### src/rtl/rbm_cdk_sequencer.sv
// rbm_cdk_sequencer: CD-k training sequencer that walks the per-frame
// V2H / H2V / UPD operation order and hands each one to the RBM engine.
//
// Ports:
//   ACLK, ARESET        clock, async active-high reset
//   soft_reset          synchronous abort and clear
//   start               job request, honoured only in IDLE
//   use_sampling        stochastic sampling enable (latched)
//   frame_len/i_dim/
//   h_dim/k_dim         job configuration (latched at start)
//   eng_op/eng_go/
//   eng_row/eng_sample  one-cycle operation request to the engine
//   eng_ack/eng_err     engine completion / fault
//   busy/done/error     job status; error is sticky
//   cur_frame           frame currently being processed
module rbm_cdk_sequencer #(
  parameter int TIMEOUT = 4096,
  parameter int MAX_DIM = 1024
) (
  input  logic        ACLK,
  input  logic        ARESET,
  input  logic        soft_reset,
  input  logic        start,
  input  logic        use_sampling,
  input  logic [15:0] frame_len,
  input  logic [15:0] i_dim,
  input  logic [15:0] h_dim,
  input  logic [7:0]  k_dim,
  output logic [1:0]  eng_op,
  output logic        eng_go,
  output logic [15:0] eng_row,
  output logic        eng_sample,
  input  logic        eng_ack,
  input  logic        eng_err,
  output logic        busy,
  output logic        done,
  output logic        error,
  output logic [15:0] cur_frame
);

  localparam int TW =
    (TIMEOUT > 1) ? $clog2(TIMEOUT) : 1;
  localparam logic [TW-1:0] T_LAST =
    TW'(TIMEOUT - 1);
  localparam logic [16:0] MAX_D =
    17'(MAX_DIM);

  localparam logic [1:0] OP_V2H = 2'd0;
  localparam logic [1:0] OP_H2V = 2'd1;
  localparam logic [1:0] OP_UPD = 2'd2;

  typedef enum logic [1:0] {
    IDLE, ISSUE, WAIT, ERR
  } state_t;

  typedef enum logic [1:0] {
    POS, NEG_H2V, NEG_V2H, UPD
  } phase_t;

  state_t         state, state_nx;
  phase_t         phase;
  logic [15:0]    row;
  logic [7:0]     iter;
  logic [15:0]    frame;
  logic [TW-1:0]  wcnt;
  logic [15:0]    cfg_fl, cfg_i, cfg_h;
  logic [7:0]     cfg_k;
  logic           cfg_s;
  logic           done_q, err_q;

  logic cfg_ok;
  logic adv;
  logic row_last_h, row_last_i;
  logic iter_last, frame_last;

  always_comb begin
    cfg_ok = (frame_len != 16'd0)
          && (i_dim != 16'd0)
          && (h_dim != 16'd0)
          && ({1'b0, i_dim} <= MAX_D)
          && ({1'b0, h_dim} <= MAX_D);
    row_last_h = (row == cfg_h - 16'd1);
    row_last_i = (row == cfg_i - 16'd1);
    iter_last  = (iter == cfg_k - 8'd1);
    frame_last = (frame == cfg_fl - 16'd1);
    // eng_err beats a same-cycle eng_ack
    adv = (state == WAIT) && eng_ack && !eng_err;
  end

  always_comb begin
    state_nx = state;
    unique case (state)
      IDLE: begin
        if (start)
          state_nx = cfg_ok ? ISSUE : ERR;
      end
      ISSUE: state_nx = WAIT;
      WAIT: begin
        if (eng_err)
          state_nx = ERR;
        else if (eng_ack)
          state_nx = (phase == UPD && frame_last)
                   ? IDLE : ISSUE;
        else if (wcnt == T_LAST)
          state_nx = ERR;
      end
      ERR: state_nx = IDLE;
    endcase
    if (soft_reset)
      state_nx = IDLE;
  end

  always_ff @(posedge ACLK or posedge ARESET) begin
    if (ARESET) begin
      state  <= IDLE;
      phase  <= POS;
      row    <= '0;
      iter   <= '0;
      frame  <= '0;
      wcnt   <= '0;
      cfg_fl <= '0;
      cfg_i  <= '0;
      cfg_h  <= '0;
      cfg_k  <= '0;
      cfg_s  <= 1'b0;
      done_q <= 1'b0;
      err_q  <= 1'b0;
    end else if (soft_reset) begin
      state  <= IDLE;
      phase  <= POS;
      row    <= '0;
      iter   <= '0;
      frame  <= '0;
      wcnt   <= '0;
      cfg_fl <= '0;
      cfg_i  <= '0;
      cfg_h  <= '0;
      cfg_k  <= '0;
      cfg_s  <= 1'b0;
      done_q <= 1'b0;
      err_q  <= 1'b0;
    end else begin
      state  <= state_nx;
      done_q <= 1'b0;

      if (state == IDLE && start) begin
        cfg_fl <= frame_len;
        cfg_i  <= i_dim;
        cfg_h  <= h_dim;
        cfg_k  <= k_dim;
        cfg_s  <= use_sampling;
        phase  <= POS;
        row    <= '0;
        iter   <= '0;
        frame  <= '0;
        err_q  <= !cfg_ok;
      end

      if (state == ISSUE)
        wcnt <= '0;
      else if (state == WAIT)
        wcnt <= wcnt + TW'(1);

      if (state_nx == ERR)
        err_q <= 1'b1;

      if (adv) begin
        unique case (phase)
          POS: begin
            if (row_last_h) begin
              row  <= '0;
              iter <= '0;
              phase <= (cfg_k == 8'd0)
                     ? UPD : NEG_H2V;
            end else begin
              row <= row + 16'd1;
            end
          end
          NEG_H2V: begin
            if (row_last_i) begin
              row   <= '0;
              phase <= NEG_V2H;
            end else begin
              row <= row + 16'd1;
            end
          end
          NEG_V2H: begin
            if (row_last_h) begin
              row <= '0;
              if (iter_last) begin
                phase <= UPD;
              end else begin
                iter  <= iter + 8'd1;
                phase <= NEG_H2V;
              end
            end else begin
              row <= row + 16'd1;
            end
          end
          UPD: begin
            frame <= frame + 16'd1;
            phase <= POS;
            row   <= '0;
            if (frame_last)
              done_q <= 1'b1;
          end
        endcase
      end
    end
  end

  always_comb begin
    eng_op = OP_V2H;
    unique case (phase)
      POS:     eng_op = OP_V2H;
      NEG_H2V: eng_op = OP_H2V;
      NEG_V2H: eng_op = OP_V2H;
      UPD:     eng_op = OP_UPD;
    endcase
  end

  assign eng_go     = (state == ISSUE);
  assign busy       = (state == ISSUE)
                   || (state == WAIT);
  assign eng_row    = row;
  assign eng_sample = busy && cfg_s
                   && (phase != UPD);
  assign done       = done_q;
  assign error      = err_q;
  assign cur_frame  = frame;

endmodule
### config.mk
export PLATFORM = sky130hd
export DESIGN_NAME = rbm_cdk_sequencer
export DESIGN_NICKNAME = d
export VERILOG_FILES = /design/src/rtl/rbm_cdk_sequencer.sv
export SDC_FILE = /design/constraint.sdc
export NUM_CORES = 1
export LEC_CHECK = 0
export ABC_AREA = 0
export ABC_CLOCK_PERIOD_IN_PS = 8900
export CAP_MARGIN = 15
export CORE_MARGIN = 5
export CORE_UTILIZATION = 62
export CTS_BUF_LIST = sky130_fd_sc_hd__clkbuf_8
export DETAILED_ROUTE_END_ITERATION = 10
export PLACE_DENSITY = 0.88
export SLEW_MARGIN = 30
export SYNTH_ARGS = -nofsm -noshare
export SYNTH_HDL_FRONTEND = slang
export SYNTH_SLANG_ARGS = --single-unit
### constraint.sdc
create_clock -name ACLK -period 8.9 [get_ports ACLK]
set_clock_uncertainty 0.05 [all_clocks]
set_input_delay 0.89 -clock ACLK [delete_from_list [all_inputs] [get_ports ACLK]]
set_output_delay 0.89 -clock ACLK [all_outputs]
set_load 0.05 [all_outputs]
==> metrics.txt <==
share of cells above drive strength 1 6.17%; PD cells roughly 230 nW/um^2; Final Instance Area 9280 um^2; number of DRC markers in iteration 0 around 860; Required @ worst endpoint 9.18 ns; row count 40; clock-pin slew on the worst setup and hold paths roughly 0.07 ns; worst slew pin tran 0.871 ns; Final ANT Viol Nets 0; most area-consuming cells after synthesis dfrtp_1, nand2_1, a21oi_1; H-tree depth 4; area grow syn2layout 19.9%; buffers added on ports 101; clock sinks 115; VDD IR-drop max 294 uV; full die area 14800 um^2; Slew HR 42.0%; CP cell instances inv_1, ha_1, or3b_1, or3_1, xnor2_1, nor4_1, and4_4, nor4_2, buf_4, nor2_1, o211ai_1; dominant cell type by area after synthesis dfrtp_1; Skew-Pair Late Insertion Delay 0.47 ns; vias per inst between 6 and 7; Worst Path Max Fanout 14; Hold Crit Endpoint cfg_s; Highest Clock Rate 0.278 GHz; kind of critical path flop to flop; vias in the first global route 7035; outcome finished, final reports clean; global-route wire length before repair approximately 34000 um; TritonRoute pass-1 iters 5; slowest CP cell nor4_1; RSZ-0062 raised after global routing false; Initial Util 63.9%; Crit path max-delay family simple AND/OR/NAND/NOR gates; global route overflow 0; fin nets 1116; critical path launch point type flop; Final setup viols 0; vias about 7500; Detailed Place HPWL 14600 um; initial antenna violation count 0; Ys Warns 0; Total Routed Length around 21000 um; GRT Total Usage approximately 29%; reg2reg setup slack between 5 and 6 ns; routed len/inst 17.2 um; largest net degree at the start of global routing 83; r2r startpoint cfg_h[0]; Avg Cell Area, Syn 7.94 um^2; die width 122 um; top-count cell post-synth nand2_1; Reg2Reg Depth 11; num ports 102; post-CTS setup repair buffer count 0; endpoints failing hold 0; Max stage delay on crit path 0.48 ns; sequential share of the synthesized area 37.2%; period utilisation layout ~40%; Synth Register Bits 115; core box area approximately 12000 um^2; Antenna Cells 0; Pleak 3.80 nW; sum of negative setup slack 0 ns; hold crit path type flop to flop; Post-CTS Resized 0; clock root buffer clkbuf_8; Mapped Area 7740 um^2; GPL Wtd Cong 0.924; placed cell areas 8770 um^2; hold_sp cfg_s; reg2reg end eng_row[6]; cts bufs inserted 17; Yosys top cell area share 37.2%; dominant synthesized flop cell dfrtp_1; Buf/Inv on CP 2; Cells on Worst Hold Path 2; Clock Path Buffers 2; Max Cap Viol 0; cell count after synthesis slightly below 1000; DRC Markers 0; Post-synth top cells nand2_1, dfrtp_1, a21oi_1; Tmin final ~3.6 ns; critical path arrival between 3 and 4 ns; hold buffer count at CTS 0; Syn Nets 1051; die height 122 um; FFs w/ async S/R, synth 100%; Netlist cell types 74; CP Capture Type flop; Post-synth EDFFs 0; TritonCTS clock tree yes; max-slew violations 0
-- through the flow --
step	power [mW]	hold slack (ns)	instances	setup slack, ns	utilization [%]
floorplan	1.28	0.446	975	4.92	-
finish	2.09	0.489	1221	5.30	76.6
global placement	1.45	0.474	1189	5.56	72.4
global route	2.22	0.520	1221	5.12	76.6
CTS	2.09	0.494	1221	5.36	76.5
detailed placement	1.47	0.478	1189	5.37	72.4
-- kinds of logic (layout without fill, tap and decap cells) --
| kind of cell | Yosys count | in the layout | synth area share, % |
|---|---|---|---|
| and+or+nand+nor | 461 | 461 | 29.0 |
| AOI/OAI and AO/OA | 200 | 200 | 16.3 |
| DFF | 115 | 115 | 37.2 |
| buffers and inverters | 94 | 172 | 4.82 |
| xor gates and xnor gates | 82 | 82 | 9.28 |
| adders and majority gates | 13 | 13 | 2.10 |
| muxes | 10 | 10 | 1.31 |
-- how the worst max path moves through the flow --
stage                   from     endpoint  slack [ns]  cells after the start
floorplan             ARESET    cfg_fl[0]        4.92                      1
global placement    cfg_h[0]  eng_row[14]        5.56                     11
detailed placement  cfg_h[0]  eng_row[12]        5.37                     11
global route        cfg_h[0]   eng_row[6]        5.12                     11
finish              cfg_h[0]   eng_row[6]        5.30                     11
CTS                 cfg_h[0]   eng_row[6]        5.36                     11
-- registers in the layout (all words and copies together), names as in the netlist --
name and cells:
state 2, wcnt 12, eng_row 16, cfg_h 16, error 1, cfg_k 8, cur_frame 16, phase 2
cfg_fl 16, iter 8, cfg_i 16, done 1, cfg_s 1
-- area by class of cell --
cell class	count	area [um^2]
sequential	115	2880
inverter	31	119
timing repair buffer	109	1070
clock buffer	20	275
multi-input combinational	766	4500
fill	900	2840
tap	168	210
clock inverter	12	226
-- tightest hold or removal path, cell delays in order, from the launching register on --
cell and delay (ns):
dfrtp_1 0.39, nand2_1 0.06, a21oi_1 0.06
-- cells in the final DEF, fill, tap and decap left out, types with 9 or more instances in the layout --
cell,netlist,layout
or4_1,10,10
o211ai_1,11,11
xor2_1,36,36
nand4_1,18,18
o22ai_1,11,11
nand3_1,34,34
dfrtp_1,115,115
ha_1,13,13
clkbuf_8,0,20
nor3_1,28,28
mux2i_1,9,9
or3_1,14,14
clkdlybuf4s50_1,0,100
o21ai_0,21,21
nor2_1,67,67
nand2_1,188,187
inv_1,31,30
a31oi_1,11,11
xnor2_1,46,46
nor4_1,34,33
or2_2,9,9
a21oi_1,83,83
o21a_1,10,10
and3_1,12,12
-- power breakdown --
group	switching (mW)	total (mW)	internal, mW
registers	0.0921	0.673	0.581
clock network	0.231	0.616	0.385
logic	0.476	0.806	0.330
-- per-layer routing --
metal  track usage [%]  share of wire, %
met5                 0                 0
met4              8.82               1.7
met3              6.55               7.9
met2              46.8                48
met1              38.3                42
Power figures use the tool's default switching activity.
